$ cat config.mk
export PLATFORM = sky130hd
export DESIGN_NAME = btn_conditioner
export DESIGN_NICKNAME = d
export VERILOG_FILES = /design/src/rtl/btn_pkg.sv /design/src/rtl/btn_debounce_ch.sv /design/src/rtl/btn_conditioner.sv
export SDC_FILE = /design/constraint.sdc
export NUM_CORES = 1
export LEC_CHECK = 0
export BUFFER_PORTS_ARGS = -buffer_cell sky130_fd_sc_hd__buf_2
export CORE_MARGIN = 1
export CORE_UTILIZATION = 44
export DETAILED_ROUTE_END_ITERATION = 10
export GPL_TIMING_DRIVEN = 0
export PLACE_DENSITY_LB_ADDON = 0.12
export RECOVER_POWER = 25
export SLEW_MARGIN = 0
export SYNTH_ARGS = -nofsm -noshare
export SYNTH_HDL_FRONTEND = slang
export SYNTH_SLANG_ARGS = --single-unit
$ cat constraint.sdc
create_clock -name clk -period 6.55 [get_ports clk]
set_clock_uncertainty 0.1 [all_clocks]
set_input_delay 1.6375 -clock clk [delete_from_list [all_inputs] [get_ports clk]]
set_output_delay 1.6375 -clock clk [all_outputs]
set_load 0.05 [all_outputs]
$ cat src/rtl/btn_pkg.sv
// Shared event encodings, event record and counter sizing helper for the
// board button conditioner.
package btn_pkg;

  typedef enum logic [1:0] {
    EVT_NONE    = 2'b00,
    EVT_PRESS   = 2'b01,
    EVT_RELEASE = 2'b10,
    EVT_REPEAT  = 2'b11
  } evt_type_t;

  localparam int CH_MAX_W = 5;

  typedef struct packed {
    evt_type_t           etype;
    logic [CH_MAX_W-1:0] ch;
  } evt_t;

  // Bits needed to hold every value in 0..max_val, never less than one.
  function automatic int cnt_width(input int max_val);
    return (max_val < 2) ? 1 : $clog2(max_val + 1);
  endfunction

endpackage

$ cat src/rtl/btn_debounce_ch.sv
// One button channel: synchroniser, polarity fix, debounce and auto-repeat
// timer. The *_set outputs are combinational and fire on the edge state moves.
module btn_debounce_ch
  import btn_pkg::*;
#(
  parameter int   SYNC_STAGES     = 2,
  parameter int   DEBOUNCE_CYCLES = 16000,
  parameter logic INVERT          = 1'b0,
  parameter bit   REPEAT_EN       = 1'b1,
  parameter int   REPEAT_DELAY    = 8000000,
  parameter int   REPEAT_PERIOD   = 1600000
) (
  input  logic clk,
  input  logic rst,
  input  logic raw,
  output logic state,
  output logic press_set,
  output logic release_set,
  output logic repeat_set
);

  localparam int DW = cnt_width(DEBOUNCE_CYCLES - 1);
  localparam logic [DW-1:0] DB_LAST = DW'(DEBOUNCE_CYCLES - 1);

  logic [SYNC_STAGES-1:0] sync_reg;
  logic [DW-1:0]          db_cnt_reg;
  logic                   level;
  logic                   toggle;

  assign level       = sync_reg[SYNC_STAGES-1] ^ INVERT;
  assign toggle      = (level != state) && (db_cnt_reg == DB_LAST);
  assign press_set   = toggle & ~state;
  assign release_set = toggle & state;

  always_ff @(posedge clk or negedge rst) begin
    if (!rst) begin
      sync_reg   <= {SYNC_STAGES{INVERT}};
      db_cnt_reg <= '0;
      state      <= 1'b0;
    end else begin
      sync_reg <= {sync_reg[SYNC_STAGES-2:0], raw};
      if ((level == state) || toggle)
        db_cnt_reg <= '0;
      else
        db_cnt_reg <= db_cnt_reg + DW'(1);
      if (toggle)
        state <= ~state;
    end
  end

  generate
    if (REPEAT_EN) begin : g_rep
      localparam int RW = cnt_width(((REPEAT_DELAY > REPEAT_PERIOD) ?
                                     REPEAT_DELAY : REPEAT_PERIOD) - 1);
      localparam logic [RW-1:0] DLY_LOAD = RW'(REPEAT_DELAY - 1);
      localparam logic [RW-1:0] PER_LOAD = RW'(REPEAT_PERIOD - 1);

      logic [RW-1:0] rep_cnt_reg;

      always_ff @(posedge clk or negedge rst) begin
        if (!rst)
          rep_cnt_reg <= '0;
        else if (press_set)
          rep_cnt_reg <= DLY_LOAD;
        else if (release_set || !state)
          rep_cnt_reg <= '0;
        else if (rep_cnt_reg == '0)
          rep_cnt_reg <= PER_LOAD;
        else
          rep_cnt_reg <= rep_cnt_reg - RW'(1);
      end

      // A repeat that would coincide with the release edge is suppressed.
      assign repeat_set = state && !release_set && (rep_cnt_reg == '0);
    end else begin : g_no_rep
      assign repeat_set = 1'b0;
    end
  endgenerate

endmodule

$ cat src/rtl/btn_conditioner.sv
// N-channel button conditioner: per-channel debounce, pending event flags,
// fixed-priority arbiter and a small event FIFO with a registered head.
module btn_conditioner
  import btn_pkg::*;
#(
  parameter int                  CHANNELS        = 8,
  parameter int                  SYNC_STAGES     = 2,
  parameter int                  DEBOUNCE_CYCLES = 16000,
  parameter logic [CHANNELS-1:0] INVERT_MASK     = '0,
  parameter bit                  REPEAT_EN       = 1'b1,
  parameter int                  REPEAT_DELAY    = 8000000,
  parameter int                  REPEAT_PERIOD   = 1600000,
  parameter int                  EVT_DEPTH       = 4,
  localparam int                 CH_W            = (CHANNELS > 1) ? $clog2(CHANNELS) : 1
) (
  input  logic                clk,
  input  logic                rst,
  input  logic [CHANNELS-1:0] raw_in,
  output logic [CHANNELS-1:0] state_out,
  output logic                evt_valid,
  input  logic                evt_ready,
  output logic [CH_W-1:0]     evt_ch,
  output logic [1:0]          evt_type,
  output logic                overflow,
  input  logic                clr_overflow
);

  localparam int PW = (EVT_DEPTH > 1) ? $clog2(EVT_DEPTH) : 1;
  localparam int CW = $clog2(EVT_DEPTH + 1);

  logic [CHANNELS-1:0] press_set, release_set, repeat_set;
  logic [CHANNELS-1:0] pend_press_reg, pend_release_reg, pend_repeat_reg;
  logic [CHANNELS-1:0] serve_press, serve_release, serve_repeat;
  logic [CHANNELS-1:0] clr_press, clr_release, clr_repeat;
  evt_t                wr_evt;
  logic                any_pend, wr_en, pop, load, full, lost;
  evt_t                mem [EVT_DEPTH];
  logic [PW-1:0]       wr_ptr_reg, rd_ptr_reg;
  logic [CW-1:0]       mem_cnt_reg;
  logic                head_valid_reg;
  evt_t                head_reg;
  logic                overflow_reg;
  logic                unused_ch_hi;

  generate
    for (genvar gi = 0; gi < CHANNELS; gi++) begin : g_ch
      btn_debounce_ch #(
        .SYNC_STAGES     (SYNC_STAGES),
        .DEBOUNCE_CYCLES (DEBOUNCE_CYCLES),
        .INVERT          (INVERT_MASK[gi]),
        .REPEAT_EN       (REPEAT_EN),
        .REPEAT_DELAY    (REPEAT_DELAY),
        .REPEAT_PERIOD   (REPEAT_PERIOD)
      ) u_ch (
        .clk         (clk),
        .rst         (rst),
        .raw         (raw_in[gi]),
        .state       (state_out[gi]),
        .press_set   (press_set[gi]),
        .release_set (release_set[gi]),
        .repeat_set  (repeat_set[gi])
      );
    end
  endgenerate

  // Scan downwards so the lowest pending channel is the one left selected.
  always_comb begin
    serve_press   = '0;
    serve_release = '0;
    serve_repeat  = '0;
    wr_evt        = '0;
    any_pend      = 1'b0;
    for (int i = CHANNELS - 1; i >= 0; i--) begin
      if (pend_press_reg[i] | pend_release_reg[i] | pend_repeat_reg[i]) begin
        any_pend      = 1'b1;
        serve_press   = '0;
        serve_release = '0;
        serve_repeat  = '0;
        wr_evt.ch     = CH_MAX_W'(i);
        if (pend_press_reg[i]) begin
          wr_evt.etype   = EVT_PRESS;
          serve_press[i] = 1'b1;
        end else if (pend_release_reg[i]) begin
          wr_evt.etype     = EVT_RELEASE;
          serve_release[i] = 1'b1;
        end else begin
          wr_evt.etype    = EVT_REPEAT;
          serve_repeat[i] = 1'b1;
        end
      end
    end
  end

  assign pop   = head_valid_reg & evt_ready;
  assign full  = (mem_cnt_reg + CW'(head_valid_reg)) == CW'(EVT_DEPTH);
  assign wr_en = any_pend & (~full | pop);
  assign load  = (mem_cnt_reg != '0) & (~head_valid_reg | pop);

  assign clr_press   = serve_press   & {CHANNELS{wr_en}};
  assign clr_release = serve_release & {CHANNELS{wr_en}};
  assign clr_repeat  = serve_repeat  & {CHANNELS{wr_en}};

  // Re-setting a flag that is being written out this cycle loses nothing.
  assign lost = |((press_set   & pend_press_reg   & ~clr_press)   |
                  (release_set & pend_release_reg & ~clr_release) |
                  (repeat_set  & pend_repeat_reg  & ~clr_repeat));

  always_ff @(posedge clk or negedge rst) begin
    if (!rst) begin
      pend_press_reg   <= '0;
      pend_release_reg <= '0;
      pend_repeat_reg  <= '0;
      overflow_reg     <= 1'b0;
    end else begin
      pend_press_reg   <= (pend_press_reg   & ~clr_press)   | press_set;
      pend_release_reg <= (pend_release_reg & ~clr_release) | release_set;
      pend_repeat_reg  <= (pend_repeat_reg  & ~clr_repeat)  | repeat_set;
      if (lost)
        overflow_reg <= 1'b1;
      else if (clr_overflow)
        overflow_reg <= 1'b0;
    end
  end

  always_ff @(posedge clk) begin
    if (wr_en)
      mem[wr_ptr_reg] <= wr_evt;
  end

  always_ff @(posedge clk or negedge rst) begin
    if (!rst) begin
      wr_ptr_reg     <= '0;
      rd_ptr_reg     <= '0;
      mem_cnt_reg    <= '0;
      head_valid_reg <= 1'b0;
      head_reg       <= '0;
    end else begin
      if (wr_en)
        wr_ptr_reg <= (wr_ptr_reg == PW'(EVT_DEPTH - 1)) ? '0 : wr_ptr_reg + PW'(1);
      if (load)
        rd_ptr_reg <= (rd_ptr_reg == PW'(EVT_DEPTH - 1)) ? '0 : rd_ptr_reg + PW'(1);
      mem_cnt_reg <= mem_cnt_reg + CW'(wr_en) - CW'(load);
      if (load) begin
        head_reg       <= mem[rd_ptr_reg];
        head_valid_reg <= 1'b1;
      end else if (pop) begin
        head_valid_reg <= 1'b0;
      end
    end
  end

  assign evt_valid    = head_valid_reg;
  assign evt_ch       = head_reg.ch[CH_W-1:0];
  assign evt_type     = head_reg.etype;
  assign overflow     = overflow_reg;
  assign unused_ch_hi = |(head_reg.ch >> CH_W);

endmodule

==> Yosys cells after proc, flatten, opt, wreduce, memory -nomap -nowiden <==
Memory sizes are Yosys's and may differ from the RTL's. A register that Yosys moved wholly into a read port is not among the register bits.
Cells that the tools add are included.
{ "classes": {"reduce_logical": 69, "n_bitwise": 67, "n_mux": 136, "n_addsub": 21, "eq_ne": 27} }
{ "ops": {"columns": ["op", "n"], "rows": [
  ["23-bit 2-to-1 mux", 24],
  ["8-bit 2-to-1 mux", 24],
  ["23-bit zero test", 8],
  ["23-bit by 1-bit subtractor with 23-bit output (second input constant)", 8],
  ["14-bit by 1-bit adder with 14-bit output (second input constant)", 8],
  ["14-bit equality test (second input constant)", 8],
  ["14-bit 2-to-1 mux", 8],
  ["8-bit bitwise AND", 12],
  ["1-bit 2-to-1 mux", 62],
  ["7-bit 2-to-1 mux", 8],
  ["8-bit bitwise OR", 5],
  ["1-bit logical AND", 24],
  ["8-bit inverter", 3],
  ["2-bit 2-to-1 mux", 10],
  ["1-bit bitwise AND", 19],
  ["1-bit bitwise OR", 18],
  ["1-bit zero test", 17],
  ["1-bit logical OR", 16],
  ["1-bit inverter", 10],
  ["1-bit equality test", 8],
  ["1-bit != test", 8],
  ["8-bit OR reduction", 1],
  ["3-bit by 1-bit adder with 3-bit output", 2],
  ["2-bit by 1-bit adder with 2-bit output (second input constant)", 2],
  ["5 further kinds", 7]
]} }
{ "totals": {"n_memories": 1, "wordCells": 361, "reg_bits": 353, "ramBits": 28} }
{ "memory_table": {"columns": ["name", "words", "word_bits", "read_ports", "rd_clocked_by_memory_dff", "wr", "line_no", "rtl"], "rows": [
  ["mem", 4, 7, 1, 1, 1, "btn_conditioner.sv:37", "evt_t mem [EVT_DEPTH];"]
]} }

==> Longest topological paths before layout <==
Gate-level depths: netlist of the first run.
{ "depth": {"word_depth": 18, "ltp_mapped": 11, "ltp_nobuf": 9} }

==> By module <==
From an unflattened synthesis of the first run, not the netlist that was laid out.
{ "unflattened": {"hier_cells": 1870, "hier_area_um2": 19468.7} }
{ "modules_own_cells": {"columns": ["module", "area_per_inst_um2", "seq_area_each_um2", "cells_each", "n_inst"], "rows": [
  ["btn_debounce_ch at g_ch[0].u_ch ...", 2065.7, 1001.0, 199, 5],
  ["btn_debounce_ch at g_ch[5].u_ch ...", 2030.7, 1001.0, 201, 2],
  ["btn_conditioner", 3075.4, 1551.5, 268, 1],
  ["btn_debounce_ch at g_ch[7].u_ch", 2003.2, 1001.0, 205, 1]
]} }

==> Least setup slack after synthesis of the first run <==
OpenSTA, ideal clock, no wires.
{ "synth_path": {"path_kind": "input to register", "from": "input evt_ready", "to": "register overflow_reg (netlist: overflow)", "arrival_ns": 3.216, "cell_stages": 7, "setup_ns": 0.124, "t_required_ns": 6.326, "path_slack_ns": 3.110, "cell_sequence": "a211o_1 nor2_1 or4b_1 and2_1 a221oi_1 nand4_1 a211o_1"} }
{ "synth_via": {"elab_chain_cells": 10} }
{ "synth_lines": {"columns": ["item", "line_no", "rtl"], "rows": [
  ["from (decl)", "btn_conditioner.sv:21", "input logic evt_ready,"],
  ["1-bit bitwise AND (*)", "btn_conditioner.sv:94", "assign pop = head_valid_reg & evt_ready;"],
  ["1-bit bitwise OR (*)", "btn_conditioner.sv:96", "assign wr_en = any_pend & (~full | pop);"],
  ["1-bit bitwise AND (*)", "btn_conditioner.sv:96", null],
  ["8-bit bitwise AND (on tied branches)", "btn_conditioner.sv:99, btn_conditioner.sv:100", null],
  ["8-bit inverter (on tied branches)", "btn_conditioner.sv:104, btn_conditioner.sv:105", null],
  ["8-bit bitwise AND (on tied branches)", "btn_conditioner.sv:104, btn_conditioner.sv:105", null],
  ["8-bit bitwise OR", "btn_conditioner.sv:104", "assign lost = |((press_set & pend_press_reg & ~clr_press) |"],
  ["8-bit bitwise OR (*)", "btn_conditioner.sv:105", "(release_set & pend_release_reg & ~clr_release) |"],
  ["8-bit OR reduction (*)", "btn_conditioner.sv:104", null],
  ["1-bit 2-to-1 mux / 2-bit nonzero test (equally long branches)", null, null],
  ["to (signal assigned)", "btn_conditioner.sv:113", "overflow_reg <= 1'b0;"],
  ["to (signal assigned)", "btn_conditioner.sv:119", "overflow_reg <= 1'b1;"],
  ["to (signal assigned)", "btn_conditioner.sv:121", "overflow_reg <= 1'b0;"],
  ["to (decl)", "btn_conditioner.sv:42", "logic overflow_reg;"]
]} }
Mark *: on every way between the ends. The rest lies on a longest branch, timed or not.
A chain may end at the register's enable or synchronous reset.

==> Worst setup path in the final report of the first run <==
{ "layout_path": {"from": "register pend_press_reg[1]", "to": "register overflow_reg (netlist: overflow)"} }
{ "layout_via": {"elab_chain_cells": 12} }
{ "layout_lines": {"columns": ["item", "line_no", "rtl"], "rows": [
  ["from (decl)", "btn_conditioner.sv:32", "logic [CHANNELS-1:0] pend_press_reg, pend_release_reg, pend_repeat_reg;"],
  ["from (signal assigned)", "btn_conditioner.sv:115", "pend_press_reg <= (pend_press_reg & ~clr_press) | press_set;"],
  ["1-bit bitwise OR (2 in a row)", "btn_conditioner.sv:74", "if (pend_press_reg[i] | pend_release_reg[i] | pend_repeat_reg[i]) begin"],
  ["1-bit 2-to-1 mux (2 in a row)", "btn_conditioner.sv:74", null],
  ["1-bit bitwise AND", "btn_conditioner.sv:96", null],
  ["8-bit bitwise AND (on tied branches)", "btn_conditioner.sv:99, btn_conditioner.sv:100", null],
  ["8-bit inverter (on tied branches)", "btn_conditioner.sv:104, btn_conditioner.sv:105", null],
  ["8-bit bitwise AND (on tied branches)", "btn_conditioner.sv:104, btn_conditioner.sv:105", null],
  ["8-bit bitwise OR", "btn_conditioner.sv:104", null],
  ["8-bit bitwise OR (*)", "btn_conditioner.sv:105", null],
  ["8-bit OR reduction (*)", "btn_conditioner.sv:104", null],
  ["1-bit 2-to-1 mux / 2-bit nonzero test (equally long branches)", null, null]
]} }
Marks and branches as above.

==> results of run 1 <==
==> routing by layer <==
layer	vias to the layer above	global-route usage	wire [um]
met2	141	0.2836	15650
met5	-	0	0
met1	6137	0.2463	17380
met3	47	0.03300	1203
li1	6348	-	-
met4	0	0.04638	568
==> kinds of logic after synthesis <==
group                      count (synthesis)  share of synthesized area
and+or+nand+nor                          749                     0.2139
DFF                                      378                     0.5325
AOI/OAI and AO/OA                        282                    0.09500
xor gates and xnor gates                 219                     0.1068
buffers and inverters                     93                    0.02202
adders and majority gates                 26                    0.01854
muxes                                     13                    0.01122
==> cell usage in the layout, fill, tap and decap left out, types with 6 or more instances in the layout <==
cell / synthesis / layout
o41ai_1: 13 / 13
xnor2_1: 122 / 122
a31oi_1: 19 / 19
and2_1: 22 / 20
nor2b_1: 9 / 9
clkbuf_16: 0 / 45
buf_4: 8 / 8
nor3_1: 55 / 56
inv_1: 52 / 52
or3_1: 36 / 36
nor4_1: 43 / 43
nand2b_1: 27 / 27
nor3b_1: 8 / 8
or4_1: 21 / 21
nor2_1: 251 / 251
nand2_1: 114 / 114
o21ai_0: 82 / 82
and4_1: 12 / 12
clkbuf_1: 30 / 40
buf_2: 1 / 25
ha_1: 25 / 25
o21a_1: 8 / 8
edfxtp_1: 20 / 20
or3b_2: 7 / 7
clkbuf_8: 0 / 10
a21oi_1: 94 / 94
xor2_1: 97 / 97
nand3_1: 54 / 54
dfrtp_1: 358 / 358
o31ai_1: 13 / 13
nand3b_1: 8 / 8
and3_1: 19 / 19
or2_2: 11 / 11
mux2_2: 7 / 7
clkinv_2: 0 / 6
o21ai_1: 8 / 8
a211o_1: 7 / 7
nand4_1: 27 / 28
==> how the worst max path moves through the flow <==
stage / start / end / slack [ps] / depth (start not counted)
after floorplan: evt_ready / overflow / 3110 / 7
after global placement: rst / g_ch[3].u_ch.db_cnt_reg[3] / -3500 / 1
after detailed placement: evt_ready / overflow / 2630 / 8
after CTS: evt_ready / overflow / 3220 / 8
after global routing: pend_press_reg[1] / overflow / 2910 / 8
final: pend_press_reg[1] / overflow / 3090 / 8
==> metrics by stage <==
stage	setup TNS, ps	cell area, um^2
floorplan	0	17950
global placement	-1233790	18740
detailed placement	0	18830
CTS	0	20330
global route	0	20320
finish	0	20320
==> final cells by class <==
class / count / share of cell area
flip-flops and latches: 378 / 0.4704
clock inverters: 15 / 0.009975
clock buffers: 64 / 0.06385
multi-input cells: 1289 / 0.3930
plain buffers: 41 / 0.009852
repair buffers: 29 / 0.01090
inverters: 52 / 0.009606
well taps: 525 / 0.03233
==> power by group through the flow <==
stage	clock, mW	sequential, mW	combinational, mW
finish	2.52	2.46	0.371
detailed placement	0	2.50	0.380
CTS	2.61	2.46	0.382
floorplan	0	2.55	0.195
global placement	0	2.50	0.364
global route	2.69	2.47	0.420
==> worst register-to-register path, cell delays in order, from the launching register on <==
cell      delay (ps)
dfrtp_1          350
clkbuf_1         190
nor3_1           540
nand4_1          500
or4b_1           680
and2_1           220
a221oi_1         280
nand4_1          180
a211o_1          310
==> impl_metrics.ini, run 1 <==
[sta]
rsz0062_at_grt = no
worst_slew_pin_slew_ps = 1079
hold_ws_ps = 240.4
max_freq_mhz = 289.1
setup_violations = 0
final-hold-violation-count = 0
worst_slack_ps = 3091
min_period_ps = 3459
maxSlewViolCount = 0
max_slew_margin = 0.2725
fin_crit_sh = 0.5281

[global_routing]
antenna_found_initial = 0
grt_use_total = 0.1769
grt-ovfl-total = 0
grt_start_max_net_pins = 117
grt_first_pass_wirelength_um = 61350
grt_pass1_vias = 12731

[pwr]
p_sw_mw = 1.239
seqPwrFrac = 0.460
p_comb_frac = 0.069
power.internal_mw = 4.108
power_density_mw_per_mm2 = 263.2
p_sw_frac = 0.2317
irDropWorstVdd_mv = 0.1451
p_total_mw = 5.347
power.leakage_nw = 9.917
p_clk_frac = 0.470

[placed_design]
gp_congestion = 0.8113
placedCellCount = 2314
preCtsSetupSlack_ps = 2630
io_buffers = 26
dp_hpwl_um = 23430

[worst_setup_path]
cp_num_buf_inv = 1
crit_slowest_cell = or4b_1
critPathTopFamily = simple AND/OR/NAND/NOR gates
worstPathCellList = clkbuf_1, nor3_1, nand4_1, or4b_1, and2_1, a221oi_1, nand4_1, a211o_1
max_stage_delay_ps = 680
start_kind = flop
r2r-end = overflow
crit_top_cell = nand4_1
r2r_start = pend_press_reg[1]
worst-path-max-fanout = 10
arrival_ps = 3800
worst-r2r-cell-count = 8
critPathKind = flop to flop
cp_data_required_time_ps = 6890
critPathCaptureType = flop
r2r_slack_ps = 3090

[synthesis]
synth.area.top_cells = dfrtp_1 (50%), xnor2_1 (6.0%), nor2_1 (5.2%)
async_flop_share = 0.9471
yosysSeqAreaShare = 0.5325
avgSynthCellArea_um2 = 10.20
synth_cell_type_count = 75
synth_edf_count = 20
postSynthNetCount = 1798
ys_ff_latch = 378
yosysMostFrequentCell = dfrtp_1
syn_inst = 1760
ys.flop_type = dfrtp_1
synth_top_area_frac = 0.4990
synth_area_leader_cell = dfrtp_1
synth_warnings = 0
synthTopCellsByCount = dfrtp_1 (358), nor2_1 (251), xnor2_1 (122), nand2_1 (114), xor2_1 (97)
syn_area_mm2 = 0.01795

[cts]
cts-buffers-inserted = 44
clkTransAtPathRegs_ps = 60
clock_path_buffers = 3
root_buffer = clkbuf_16
htreeDepth = 2
tritoncts = yes
clk_latency_ps = 560
cts.sinks = 378
post_cts_resized = 0
cts_setup_buffers = 0
cts_hold_buf = 0

[floorplan]
die_w_um = 204.0
die_area_mm2 = 0.04161
start_util = 0.4487
fp.dieH_um = 204.0
top_level_ports = 27
core.rowCount = 73
core-area_mm2 = 0.04001

[detailed_routing]
drtIter0Drc = 721
antenna_left = 0
wl_per_cell_um = 14.54
via_per_inst = 5.296
drc = 0
wl_um = 34810
drtPass1Iterations = 7
dr_total_vias = 12673

[hold_path]
min_to = g_ch[7].u_ch.sync_reg[1]
holdPathStages = 0
min_from = g_ch[7].u_ch.sync_reg[0]
hold_class = flop to flop

[outcome]
outcome = completed

[flow_run]
drv_cap = 0

[cells_and_area]
post-route-util = 0.5079
final_cells = 2393
regArea_mm2 = 0.009559
num_antenna_cells = 0
multi_input_area_mm2 = 0.007986
nets = 1873
area_delta_synth_final_pct = 13.19
largest_reg_flops = 184
nFillCells = 3659
drive_gt1_frac = 0.08191
Note: power is estimated with default switching activity, not from simulation.
==> run 2, diff against run 1 <==
- clock period: 6.55 -> 2.9 ns (I/O delays scaled with it)
==> impl_metrics.ini, run 2 (synthesized netlist as in run 1, its figures left out) <==
[cells_and_area]
num_antenna_cells = 0
nFillCells = 3617
post-route-util = 0.5124
area_delta_synth_final_pct = 14.20
largest_reg_flops = 184
multi_input_area_mm2 = 0.008192
design_area_mm2 = 0.02050
final_cells = 2406
nets = 1888
drive_gt1_frac = 0.1015
final_cell_mix = dfrtp_1 (357), nor2_1 (249), xnor2_1 (121), nand2_1 (114), xor2_1 (97)
final_common_cell = dfrtp_1
regArea_mm2 = 0.009560

[sta]
setup_violations = 0
rsz0062_at_grt = yes
final-hold-violation-count = 0
min_period_ps = 2887
worst_slew_pin_slew_ps = 1511
max_freq_mhz = 346.3
fin_crit_sh = 0.9957
worst_slack_ps = 12.52
maxSlewViolCount = 73
max_slew_margin = -0.007331
setup_tns_ps = 0
hold_ws_ps = 180.2

[placed_design]
preCtsSetupSlack_ps = -341.7
gp_congestion = 0.8131
io_buffers = 26
dp_hpwl_um = 23660
placedCellCount = 2314
placed_area_mm2 = 0.01883

[cts]
clock_path_buffers = 3
cts.sinks = 378
htreeDepth = 2
clkTransAtPathRegs_ps = 60
clk_latency_ps = 550
cts-buffers-inserted = 44
tritoncts = yes
root_buffer = clkbuf_16

[detailed_routing]
dr_total_vias = 12845
via_per_inst = 5.339
wl_per_cell_um = 14.74
drc = 0
drtIter0Drc = 643
wl_um = 35450
drtPass1Iterations = 5
antenna_left = 0

[worst_setup_path]
worstPathCellList = inv_1, ha_4, or4b_4, or4b_4, buf_6, nand2b_4, buf_6, or3_4, o311a_1, nand4_1, a211o_1
critPathKind = flop to flop
critPathCaptureType = flop
arrival_ps = 3280
cp_data_required_time_ps = 3290
cp_num_buf_inv = 3
start_kind = flop
worst-path-max-fanout = 8
max_stage_delay_ps = 490
critPathTopFamily = simple AND/OR/NAND/NOR gates
crit_slowest_cell = or4b_4

[outcome]
outcome = finished, violations left
violations = max-slew violations

[floorplan]
start_util = 0.4487
core.rowCount = 73
fp.dieH_um = 204.0
top_level_ports = 27
die_area_mm2 = 0.04161
core-area_mm2 = 0.04001
die_w_um = 204.0

[global_routing]
grt_use_met2 = 0.2841
antenna_found_initial = 0
grt-ovfl-total = 0
grt_pass1_vias = 12726
grt_use_total = 0.1778
use_met3 = 0.03205
grt_first_pass_wirelength_um = 61550
top_usage_layer = met2
use_met1 = 0.2476
grt_start_max_net_pins = 111

[pwr]
irDropWorstVdd_mv = 0.3498
p_total_mw = 11.90
power.leakage_nw = 9.999
power_density_mw_per_mm2 = 580.6

[flow_run]
drv_cap = 0

[hold_path]
hold_class = primary input to flop
-- run 2: cell types whose count changed in the layout (fill, tap and decap cells not counted), moves of 3 or more --
cell / delta
nor3_1: -3
buf_4: +13
bufinv_16: -4
nor3b_1: -3
ha_1: -3
-- run 2: layout make-up --
| class | count | share of cell area |
|---|---|---|
| flip-flops and latches | 378 | 0.4663 |
| multi-input cells | 1289 | 0.3996 |
| clock buffers | 66 | 0.06317 |
| well taps | 525 | 0.03204 |
| repair buffers | 44 | 0.01569 |
| plain buffers | 41 | 0.009887 |
| inverters | 52 | 0.009521 |
| clock inverters | 11 | 0.003784 |
-- run 2: path summary, 6_finish.rpt --
check / slack, ps / start / endpoint / cells past startpoint
worst max-delay path: 10 / g_ch[0].u_ch.g_rep.rep_cnt_reg[0] / overflow / 11
worst min-delay path: 180 / raw_in[0] / g_ch[0].u_ch.sync_reg[0] / 1
worst max register to register: 10 / g_ch[0].u_ch.g_rep.rep_cnt_reg[0] / overflow / 11
worst min register to register: 250 / g_ch[0].u_ch.sync_reg[0] / g_ch[0].u_ch.sync_reg[1] / 0
max in group asynchronous: 250 / rst / g_ch[3].u_ch.g_rep.rep_cnt_reg[22] / 3
min in group asynchronous: 560 / rst / g_ch[6].u_ch.g_rep.rep_cnt_reg[4] / 2
-- run 2: where the power goes --
group          switching [mW]  total [mW]  internal [mW]
combinational           0.598        1.06          0.459
clock                    2.13        5.28           3.15
sequential              0.126        5.57           5.44
total                    2.85        11.9           9.05
-- run 2: what timing repair did --
item	CTS	global route
hold buffers	1	0
gates resized for setup	17	23
setup buffers	7	7
hold endpoints to repair	49	0
pin swaps	9	11
setup endpoints to repair	27	70
-- run 2: layer usage --
| metal | up-vias | part of all wire |
|---|---|---|
| li1 | 6385 | - |
| met1 | 6278 | 0.50 |
| met2 | 136 | 0.45 |
| met3 | 46 | 0.033 |
| met4 | 0 | 0.019 |
| met5 | - | 0 |
